**src/rtl/sha256_round_ctrl.sv**
```systemverilog
// Sequences an external single-cycle SHA-256 round datapath through one block:
// it keeps the rolling W window, drives the K ROM index and does the final H + a..h addition.
module sha256_round_ctrl #(
  parameter int NUM_ROUNDS = 64,
  parameter int IDX_W      = 6
) (
  input  logic             clk,
  input  logic             reset_n,
  input  logic             in_valid,
  output logic             in_ready,
  input  logic [511:0]     block_in,
  input  logic [255:0]     chain_in,
  output logic [255:0]     dp_state_in,
  input  logic [255:0]     dp_state_out,
  output logic [IDX_W-1:0] round_idx,
  output logic [31:0]      w_out,
  output logic             busy,
  output logic             out_valid,
  input  logic             out_ready,
  output logic [255:0]     digest
);

  typedef enum logic [1:0] {
    IDLE  = 2'd0,
    ROUND = 2'd1,
    FINAL = 2'd2,
    DONE  = 2'd3
  } state_e;

  localparam logic [IDX_W-1:0] LAST_T = IDX_W'(NUM_ROUNDS - 1);

  state_e           state_q;
  logic [IDX_W-1:0] t_q;
  logic [31:0]      win_q [16];
  logic [255:0]     chain_q;
  logic [255:0]     digest_q;
  logic             out_valid_q;

  logic [31:0]      w_new_d;
  logic [255:0]     digest_d;

  function automatic logic [31:0] ssig0(input logic [31:0] x);
    return {x[6:0], x[31:7]} ^ {x[17:0], x[31:18]} ^ (x >> 3);
  endfunction

  function automatic logic [31:0] ssig1(input logic [31:0] x);
    return {x[16:0], x[31:17]} ^ {x[18:0], x[31:19]} ^ (x >> 10);
  endfunction

  // win_q[0] is W_t; the new tail word is W_(t+16) built from W_(t+14), W_(t+9), W_(t+1), W_t.
  assign w_new_d = ssig1(win_q[14]) + win_q[9] + ssig0(win_q[1]) + win_q[0];

  genvar gi;
  generate
    for (gi = 0; gi < 8; gi++) begin : g_dm_add
      assign digest_d[gi*32 +: 32] = chain_q[gi*32 +: 32] + dp_state_out[gi*32 +: 32];
    end
  endgenerate

  always_ff @(posedge clk) begin
    if (!reset_n) begin
      state_q     <= IDLE;
      t_q         <= '0;
      chain_q     <= '0;
      digest_q    <= '0;
      out_valid_q <= 1'b0;
      for (int i = 0; i < 16; i++) begin
        win_q[i] <= '0;
      end
    end else begin
      case (state_q)
        IDLE: begin
          if (in_valid) begin
            for (int i = 0; i < 16; i++) begin
              win_q[i] <= block_in[511 - 32*i -: 32];
            end
            chain_q <= chain_in;
            t_q     <= '0;
            state_q <= ROUND;
          end
        end
        ROUND: begin
          for (int i = 0; i < 15; i++) begin
            win_q[i] <= win_q[i+1];
          end
          win_q[15] <= w_new_d;
          // t_q returns to 0 here so round_idx reads 0 outside ROUND.
          if (t_q == LAST_T) begin
            t_q     <= '0;
            state_q <= FINAL;
          end else begin
            t_q <= t_q + IDX_W'(1);
          end
        end
        FINAL: begin
          digest_q    <= digest_d;
          out_valid_q <= 1'b1;
          state_q     <= DONE;
        end
        DONE: begin
          if (out_ready) begin
            out_valid_q <= 1'b0;
            state_q     <= IDLE;
          end
        end
        default: state_q <= IDLE;
      endcase
    end
  end

  assign in_ready    = (state_q == IDLE);
  assign busy        = (state_q != IDLE);
  assign round_idx   = t_q;
  assign w_out       = (state_q == ROUND) ? win_q[0] : 32'd0;
  // Round 0 seeds the (unreset) datapath with the chaining value.
  assign dp_state_in = (t_q == '0) ? chain_q : dp_state_out;
  assign out_valid   = out_valid_q;
  assign digest      = digest_q;

endmodule
```
**config.mk**
```make
export PLATFORM = sky130hd
export DESIGN_NAME = sha256_round_ctrl
export DESIGN_NICKNAME = d
export VERILOG_FILES = /design/src/rtl/sha256_round_ctrl.sv
export SDC_FILE = /design/constraint.sdc
export NUM_CORES = 2
export LEC_CHECK = 0
export ABC_AREA = 1
export CAP_MARGIN = 40
export CORE_AREA = 2 2 621 623
export DETAILED_ROUTE_END_ITERATION = 6
export DIE_AREA = 0 0 623 625
export HOLD_SLACK_MARGIN = 0.1
export PLACE_DENSITY = 0.36
export RECOVER_POWER = 50
export SYNTH_ARGS = -nofsm -noshare
export SYNTH_HDL_FRONTEND = slang
export SYNTH_SLANG_ARGS = --single-unit
```
**constraint.sdc**
```tcl
create_clock -name clk -period 8.4 [get_ports clk]
set_input_delay 2.52 -clock clk [delete_from_list [all_inputs] [get_ports clk]]
set_output_delay 2.52 -clock clk [all_outputs]
set_load 0.01 [all_outputs]
```
======== Yosys cells after proc, flatten, opt, wreduce, memory -nomap -nowiden ========
Memories as Yosys holds them, arrays and structs flattened.
Index checks and enable logic that the tools add are counted.
word-level totals
  word-level logic and storage cells ...... 121
  register bits after elaboration ......... 521
  memory bits (writable) .................. 512
  output and inout port bits .............. 553
  bits of input ports ..................... 1028
  memories ................................ 1
memory list
  name   words  width  read ports  clocked after Yosys merged registers in  wr ports  RTL line  RTL
  win_q  16     32     16          0                                        16        34        logic [31:0] win_q [16];
operators by class
  equal/unequal tests ..................... 7
  add/subtract/negate cells ............... 12
  reductions and logical operators ........ 9
  bitwise logic cells ..................... 36
  muxes and demuxes ....................... 51
operator list
  operator                                        count
  two-way mux 32 bit                              33
  adder 32 bit                                    11
  two-way mux 256 bit                             1
  XOR 32 bit                                      2
  OR 1 bit                                        32
  XOR 32 x 22 -> 32 bit                           1
  XOR 32 x 29 -> 32 bit                           1
  two-way mux 6 bit                               2
  case mux 6 bit (2 select lines)                 1
  two-way mux 1 bit                               9
  case mux 2 bit (4 select lines)                 1
  adder 6 x 1 -> 6 bit (second input constant)    1
  == test 6 bit (second input constant)           1
  logical NOT 6 bit                               1
  two-way mux 2 bit                               3
  inequality test 2 bit (second input constant)   3
  AND reduction 2 bit                             3
  nonzero test 2 bit                              3
  == test 2 bit (second input constant)           2
  AND reduction 3 bit                             1
  == test 2 x 1 -> 1 bit (second input constant)  1
  logical NOT 2 bit                               1
  case mux 1 bit (2 select lines)                 1

======== Logic depth before layout (Yosys ltp) ========
  depth in word-level cells ............... 6
  gate-level depth with buffers ........... 20
  gate-level depth less buffers ........... 20

======== Worst setup path after synthesis ========
Ideal clock, no wire load.
  path type ............................... input to register
  start ................................... input in_valid
  end ..................................... memory win_q[3][4] (netlist: win_q[0][100]), enable pin
  setup slack ............................. -0.254 ns
  path buffers ............................ 2
  library setup time ...................... 1.752 ns
  stages .................................. 4
  required time ........................... 6.648 ns
  arrival time ............................ 6.902 ns
  cells stage by stage .................... nand2_2 > clkbuf_1 > clkbuf_1 > nand2_1
RTL lines
  item         RTL line  RTL
  from (decl)  9         input logic in_valid,
  to (decl)    34

==> results.toml <==
[synth]
yosys_warnings = 0
yosysSeqAreaShare_pct = 37.1
yosys-top-cells-count = "3615 x nand2_1, 2057 x inv_1, 814 x nor2_1"
synth_top_area_share_pct = 22.1
synth_nets = 11873
synth_area_mm2 = 0.0696
synth_cell_type_count = 39
synth.most_common_cell = "nand2_1"
syn_avg_cell_area_um2 = 6.64
synth_area_leaders = "edfxtp_1 22%, nand2_1 19%, dfxtp_1 15%"
synth_ff_type = "dfxtp_1"
synth.largest_area_cell = "edfxtp_1"
synthCells = 10490
synth_edf_count = 512
ys_ff_latch = 1033
synthArstFlopShare_pct = 0

[clock_tree]
cts_sinks = 1033
post_cts_buffers = 0
clockRootBuffer = "clkbuf_16"
cts_tree = "built"
cts_resized = 0
cts_buffers = 150
clk_pin_slew_ns = 0.06
hold_buffers = 0
htreeDepth = 4
cts_buffer_depth = 4
clk_latency_ns = 0.87

[outcome]
violations = "capacitance limit, slew limit"
status = "finished with violations"

[grt]
antenna_found_initial = 130
grt_overflow = 0
grt_pass1_wl_um = 571000
grt_max_degree = 179
grt_use_total_pct = 21.0
grt_pass1_vias = 70117

[setup_path]
endpoint_kind = "flip-flop"
critical_path_class = "input pin to flip-flop"
r2r_slack_ns = 3.80
crit_required_ns = 9.19
crit_fanout = 54
cp.arrival_ns = 8.11
start_kind = "input pin"

[run]
max_cap_viol_count = 10

[detailed_routing]
wl_per_cell_um = 24.6
dr.pass1.iters = 6
via_count = 70076
via_per_inst = 4.09
drtAntennaViolNets = 0
finalWirelength_um = 422000
route.detailed.drc = 0
dr.first_iter.drc_count = 4219

[sta]
worst_pin_slew_ns = 3.45
fin_skew_ns = 0.0545
drv_slew = 428
relSlewSlack_pct = -130
fmax_ghz = 0.137
min_period_ns = 7.32
finalSetupViolCount = 0
final_hold_viol_count = 0
rsz0062_at_grt = "no"
timing.final.crit_share_pct = 87.2
fin_setup_tns_ns = 0

[layout]
fin_cells = 17138
area.growth.synth_to_final_pct = 37.6
layout-drive-gt1-share_pct = 2.42
finish.net_count = 13323

[floorplan]
initial_core_util_pct = 18.1
fp-row-count = 228
ioPinCount = 1581
fp.coreArea_mm2 = 0.384
die_width_um = 623
die-area_mm2 = 0.389
die_h_um = 625

[power_and_ir_drop]
p_leak_nw = 47.1
p_per_area_mw_per_mm2 = 413
peakVddDrop_mv = 0.466

[worst_hold_path]
hold_class = "flip-flop to flip-flop"

[placed_design]
gp_congestion = 0.943
io_buffers = 1580
dpl.cell_count = 16848
place_hpwl_um = 350000
==> logic make-up after synthesis <==
kind of cell	synth area share, %
xor gates and xnor gates	2.84
buffers and inverters	13.4
DFF	37.1
and+or+nand+nor	29.1
adders and majority gates	7.14
AOI/OAI and AO/OA	10.5
==> registers in the layout (all words and copies together) (netlist names) <==
name / cells
digest: 256
out_valid: 1
round_idx: 6
win_q: 512
state_q: 2
chain_q: 256
==> final timing paths <==
| check | end | start | cells after the start |
|---|---|---|---|
| min reg2reg | chain_q[192]$_SDFFE_PN0P_ | chain_q[192]$_SDFFE_PN0P_ | 2 |
| min | chain_q[192]$_SDFFE_PN0P_ | chain_q[192]$_SDFFE_PN0P_ | 2 |
| max | chain_q[62]$_SDFFE_PN0P_ | reset_n | 6 |
| max reg2reg | win_q[1][253]$_DFFE_PP_ | win_q[0][40]$_SDFFCE_PN0P_ | 20 |
==> power breakdown <==
part           switching, mW  internal (mW)
registers               1.28           7.43
clock network           2.77           3.53
logic                   16.3           8.24
==> layout make-up <==
| type | count | area, um2 |
|---|---|---|
| Antenna cell | 28 | 70.1 |
| Clock buffer | 202 | 4110 |
| Clock inverter | 60 | 445 |
| Fill cell | 43369 | 288000 |
| Inverter | 2060 | 7750 |
| Multi-Input combinational cell | 7021 | 34500 |
| Sequential cell | 1033 | 25800 |
| Tap cell | 5060 | 6330 |
| Timing Repair Buffer | 1674 | 16700 |
==> stage by stage <==
stage | worst slack, ns | total power, mW | util, % | cell area (um2) | hold WS, ns
2_1_floorplan | 0.447 | 22.3 | - | 69600 | 0.443
3_3_place_gp | 1.34 | 33.9 | 23.7 | 91000 | 0.465
3_5_place_dp | 1.61 | 33.9 | 23.8 | 91400 | 0.460
4_1_cts | 1.59 | 40.5 | 25.0 | 95900 | 0.470
5_1_grt | 0.791 | 42.8 | 25.0 | 95800 | 0.490
6_report | 1.08 | 39.6 | 25.0 | 95800 | 0.467
==> metal layers <==
metal / up-vias / GRT usage (%) / share of wire (%)
met1: 32374 / 21.6 / 36
li1: 35314 / - / -
met3: 547 / 5.14 / 6.1
met4: 72 / 6.68 / 3.7
met5: - / 0 / 0.11
met2: 1769 / 41.0 / 54
==> cell usage in the layout (no fill, tap or decap), types with 152 or more instances in the layout <==
| cell | n |
|---|---|
| nand3_1 | 507 |
| ha_1 | 283 |
| inv_1 | 2056 |
| dfxtp_1 | 521 |
| nor2_1 | 814 |
| a21oi_1 | 434 |
| edfxtp_1 | 512 |
| o21ai_0 | 687 |
| clkdlybuf4s50_1 | 1578 |
| nand2_1 | 3613 |
| clkbuf_16 | 152 |
==> critical path: stages <==
cell and delay [ns]:
clkbuf_1 1.97, clkbuf_1 1.38, clkbuf_2 1.10, o21ai_0 0.57, buf_6 0.30, a21oi_1 0.11
Note: power is estimated with default switching activity, not from simulation.
